$ cat config.mk
export PLATFORM = sky130hd
export DESIGN_NAME = r_peak_detector_fsm
export DESIGN_NICKNAME = d
export VERILOG_FILES = /design/src/rtl/r_peak_detector_fsm.sv
export SDC_FILE = /design/constraint.sdc
export NUM_CORES = 1
export LEC_CHECK = 0
export CAP_MARGIN = 15
export CORE_UTILIZATION = 50
export DETAILED_ROUTE_END_ITERATION = 8
export GPL_ROUTABILITY_DRIVEN = 0
export PLACE_DENSITY = 0.75
export SLEW_MARGIN = 5
export SYNTH_ARGS = -nofsm -noshare
export SYNTH_HDL_FRONTEND = slang
export SYNTH_SLANG_ARGS = --single-unit
$ cat constraint.sdc
create_clock -name clk -period 4.35 [get_ports clk]
set_clock_uncertainty 0.2 [all_clocks]
set_input_delay 0.87 -clock clk [delete_from_list [all_inputs] [get_ports clk]]
set_output_delay 0.87 -clock clk [all_outputs]
set_load 0.01 [all_outputs]
$ cat src/rtl/r_peak_detector_fsm.sv
// ECG R-peak detector: registered first difference of the sample stream, then a
// rise/fall qualifier FSM with refractory hold, peak amplitude and RR interval.
module r_peak_detector_fsm #(
    parameter int DATA_W  = 12,
    parameter int CNT_W   = 12,
    parameter int MAX_QRS = 40
) (
    input  logic                clk,
    input  logic                rst,
    input  logic                s_valid,
    input  logic [DATA_W-1:0]   d_in,
    input  logic [DATA_W-1:0]   thr_pos,
    input  logic [DATA_W-1:0]   thr_neg,
    input  logic [CNT_W-1:0]    refract,
    output logic [DATA_W:0]     diff,
    output logic                slope,
    output logic                r_peak,
    output logic [DATA_W-1:0]   peak_amp,
    output logic [CNT_W-1:0]    rr_int,
    output logic                rr_valid
);

    localparam int QC_W = $clog2(MAX_QRS + 1);
    localparam logic [QC_W-1:0] QC_LAST = QC_W'(MAX_QRS - 1);

    typedef enum logic [1:0] {SEARCH, RISE, REFRACT} state_t;

    state_t              state;
    logic [DATA_W-1:0]   prev;
    logic                first_flag;
    logic                diff_vld;
    logic [DATA_W-1:0]   amp;
    logic [QC_W-1:0]     qc;
    logic [CNT_W-1:0]    sc;
    logic [CNT_W-1:0]    sc_inc;
    logic [CNT_W-1:0]    rc;
    logic                have_peak;

    logic signed [DATA_W+1:0] diff_x;
    logic signed [DATA_W+1:0] pos_x;
    logic signed [DATA_W+1:0] neg_x;
    logic                     rise_hit;
    logic                     fall_hit;

    // Stage 1: prev holds the sample that produced the current diff.
    always_ff @(posedge clk or posedge rst) begin
        if (rst) begin
            prev       <= '0;
            diff       <= '0;
            diff_vld   <= 1'b0;
            first_flag <= 1'b1;
        end else begin
            diff_vld <= 1'b0;
            if (s_valid) begin
                prev <= d_in;
                if (first_flag) begin
                    diff       <= '0;
                    first_flag <= 1'b0;
                end else begin
                    diff     <= {1'b0, d_in} - {1'b0, prev};
                    diff_vld <= 1'b1;
                end
            end
        end
    end

    // Compare in DATA_W+2 bits so -thr_neg and the signed diff both fit.
    assign diff_x   = {diff[DATA_W], diff};
    assign pos_x    = $signed({2'b00, thr_pos});
    assign neg_x    = -$signed({2'b00, thr_neg});
    assign rise_hit = (diff_x >= pos_x);
    assign fall_hit = (diff_x <= neg_x);
    assign slope    = rise_hit | fall_hit;

    assign sc_inc = (sc == '1) ? sc : sc + 1'b1;

    always_ff @(posedge clk or posedge rst) begin
        if (rst) begin
            state     <= SEARCH;
            amp       <= '0;
            qc        <= '0;
            sc        <= '0;
            rc        <= '0;
            have_peak <= 1'b0;
            r_peak    <= 1'b0;
            rr_valid  <= 1'b0;
            peak_amp  <= '0;
            rr_int    <= '0;
        end else begin
            r_peak   <= 1'b0;
            rr_valid <= 1'b0;
            if (diff_vld) begin
                sc <= sc_inc;
                case (state)
                    SEARCH: begin
                        if (rise_hit) begin
                            state <= RISE;
                            amp   <= prev;
                            qc    <= '0;
                        end
                    end
                    RISE: begin
                        amp <= (prev > amp) ? prev : amp;
                        qc  <= qc + 1'b1;
                        if (fall_hit) begin
                            r_peak    <= 1'b1;
                            rr_valid  <= have_peak;
                            have_peak <= 1'b1;
                            peak_amp  <= amp;
                            // Interval includes the detecting sample itself.
                            rr_int    <= sc_inc;
                            sc        <= '0;
                            rc        <= '0;
                            state     <= REFRACT;
                        end else if (qc == QC_LAST) begin
                            state <= SEARCH;
                        end
                    end
                    REFRACT: begin
                        rc <= rc + 1'b1;
                        if (refract == '0 || rc == refract - 1'b1) begin
                            state <= SEARCH;
                        end
                    end
                    default: state <= SEARCH;
                endcase
            end
        end
    end

endmodule

==> results.json <==
{
  "grt_usage_pct": 23.76,
  "grt-ovfl-total": 0,
  "synth_top_cell_by_area": "dfrtp_1",
  "cts_sinks": 98,
  "cpLargestDelayFamily": "simple AND/OR/NAND/NOR gates",
  "rsz0062_at_grt": "true",
  "p_leak_nw": 3.499,
  "slew_viol_final": 0,
  "worst_slack_ns": -0.1366,
  "io_pins": 91,
  "drtAntennaViolNets": 0,
  "yosys_warnings": 0,
  "wl_um": 14540,
  "stdcell_count": 948,
  "synthToLayoutAreaGrowth_pct": 27.32,
  "setup_violations": 1,
  "synth-seq-area-share_pct": 39.31,
  "dieArea_sq_um": 12940,
  "violations": "negative setup slack",
  "crit_type": "in -> out",
  "viasPerCell": 5.629,
  "syn_inst": 661,
  "tns_ns": -0.1366,
  "synth_ff_type": "dfrtp_1",
  "worstSkewPairLatency_ns": 0.35,
  "hold_viol_final": 0,
  "grt_pass1_vias": 5431,
  "worstPathArrival_ns": 3.42,
  "end_kind": "output pin",
  "vias": 5336,
  "critPathMaxFanout": 3,
  "path_cells": "clkdlybuf4s50_1 > or4_4 > nor2_4 > xor2_2 > ha_4 > nand4_1 > nor4_2 > a21oi_1 > and3_1 > o21ai_1 > buf_2",
  "cts-htree-levels": 3,
  "antenna_cells": 0,
  "slew_headroom_pct": 43.18,
  "yosysMostFrequentCell": "dfrtp_1",
  "yosysUniqueCellTypes": 60,
  "synth-edff-count": 0,
  "worstSetupStartpointType": "input port",
  "avgSynthCellArea_sq_um": 9.444,
  "power.total_mw": 3.994,
  "die_height_um": 113.7,
  "clock.fmax_mhz": 222.9,
  "dp_cells": 929,
  "drive_gt1_share_pct": 13.97,
  "fill_cells": 1006,
  "cts_root_buf": "clkbuf_16",
  "core_area_sq_um": 12110,
  "cts_tree": "yes",
  "critPathRequiredTime_ns": 3.28,
  "clockBufferDepth": 2,
  "first_pass_iters": 6,
  "row_count": 40,
  "crit_path_max_incr_delay_ns": 0.58,
  "worst_pin_slew_ns": 0.8523,
  "wl_per_cell_um": 15.34,
  "hold_class": "reg -> reg",
  "cap_violations": 0,
  "antenna_found_initial": 0,
  "outcome": "finished with violations",
  "drt_iter0_markers": 247,
  "grt_pass1_wl_um": 24450,
  "synth_common_cells": "dfrtp_1, nand2_1, inv_1, ha_1, nor2_1",
  "synth_top_area_share_pct": 38.89,
  "start_util_pct": 51.54,
  "critPathSlowestCell": "or4_4",
  "irDropWorstVdd_uv": 297.4,
  "critPathBufInv": 2,
  "path_clk_slew_ns": 0.07,
  "synth-seq-cells": 98,
  "final.period_utilization_pct": 103.1,
  "grt_max_degree": 70,
  "power.density_nw_per_um2": 502.5,
  "die_w_um": 113.7,
  "portBuffers": 90,
  "syn_nets": 768,
  "drcViolationCount": 0,
  "cts_buffers": 9,
  "synthTopCellsByArea": "dfrtp_1, ha_1, mux2_2",
  "synth_area_sq_um": 6242,
  "final_nets": 883,
  "period_needed_ns": 4.487,
  "dp_hpwl_um": 10920,
  "async_reset_ff_share_pct": 100.0
}
==> worst paths after layout <==
kind                                        from                    end  slack, ns  cells after the start
hold reg to reg            have_peak$_DFFE_PP0P_  have_peak$_DFFE_PP0P_       0.26                      1
max in group asynchronous                    rst      rc[1]$_DFFE_PP0P_       2.34                      3
hold / removal             have_peak$_DFFE_PP0P_  have_peak$_DFFE_PP0P_       0.26                      1
min in group asynchronous                    rst      sc[7]$_DFFE_PP0P_       0.83                      2
setup / recovery                      thr_neg[7]                  slope      -0.14                     11
setup reg to reg            diff[12]$_DFFE_PP0P_  rr_int[7]$_DFFE_PP0P_       1.12                     11
==> area by class of cell <==
| type | instances | area [sq um] | share of cell area [%] |
|---|---|---|---|
| clock buffer | 11 | 242.7 | 3.054 |
| clock inverter | 4 | 52.55 | 0.6612 |
| multi-input combinational | 485 | 3595 | 45.23 |
| inverter | 58 | 220.2 | 2.771 |
| timing repair buffer | 124 | 1174 | 14.77 |
| tap | 168 | 210.2 | 2.645 |
| sequential | 98 | 2454 | 30.87 |
==> per-layer routing <==
metal	wire length, um	vias to the layer above	global-route usage (%)	part of all wire [%]
li1	-	2586	-	-
met4	240	0	7.368	1.7
met2	7544	125	43.82	52
met1	6132	2604	27.12	42
met5	0	-	0	0
met3	622	21	5.526	4.3
==> repair_timing <==
item                                    CTS  global route
gates resized for setup                  33            10
setup buffers                             2             2
pin swaps                                15            13
endpoints found under the setup margin   43            34
hold buffers                              0             0
==> layout by cell type (no fill, tap or decap), types with 4 or more instances in the layout <==
| cell | instances |
|---|---|
| or3_1 | 6 |
| nand2b_1 | 12 |
| and3_1 | 5 |
| clkdlybuf4s50_1 | 85 |
| nand4_1 | 10 |
| a21oi_1 | 29 |
| o31ai_1 | 6 |
| xnor2_1 | 25 |
| xor2_1 | 23 |
| or2_2 | 5 |
| a22o_1 | 8 |
| clkbuf_16 | 9 |
| ha_1 | 53 |
| a31oi_1 | 7 |
| buf_4 | 32 |
| nand3b_1 | 5 |
| nand3_1 | 14 |
| a211oi_1 | 5 |
| o22ai_1 | 8 |
| mux2_2 | 25 |
| nor3_1 | 19 |
| nand2_1 | 58 |
| mux2i_1 | 13 |
| inv_1 | 57 |
| o21ai_0 | 36 |
| a21o_1 | 5 |
| dfrtp_1 | 97 |
| o211ai_1 | 4 |
| nor4_1 | 4 |
| nor2_1 | 34 |
==> flip-flops by register name, indices dropped and copies added (netlist names), 2 cells and up <==
signal and cells:
diff 13, amp 12, peak_amp 12, prev 12, rc 12, rr_int 12, sc 12, qc 6
state 2
==> per-stage QoR <==
stage               instance area (sq um)  util (%)  setup slack [ns]  hold slack (ns)
floorplan                            6243         -          0.003134           0.2301
global placement                     7530     62.17           -0.8311           0.2432
detailed placement                   7530     62.17            -1.033           0.2511
CTS                                  7885     65.10           -0.1119           0.2667
global route                         7948     65.62           -0.3192           0.3004
finish                               7948     65.62           -0.1366           0.2594
==> power by group <==
group | leakage [nW] | internal, mW | switching [mW]
Clock | 0.134 | 0.458 | 0.337
Combinational | 2.17 | 0.890 | 0.768
Sequential | 1.19 | 1.23 | 0.309
Total | 3.50 | 2.58 | 1.41
==> cells by family (layout without fill, tap and decap cells) <==
group	after synthesis	after routing	share of synthesized area [%]
adders and majority gates	56	56	11.34
and+or+nand+nor	204	204	16.64
AOI/OAI and AO/OA	138	138	14.45
buffers and inverters	78	197	4.790
muxes	38	38	6.594
DFF	98	98	39.31
xor gates and xnor gates	49	49	6.875
No activity file was read; power rests on OpenSTA's default activity.
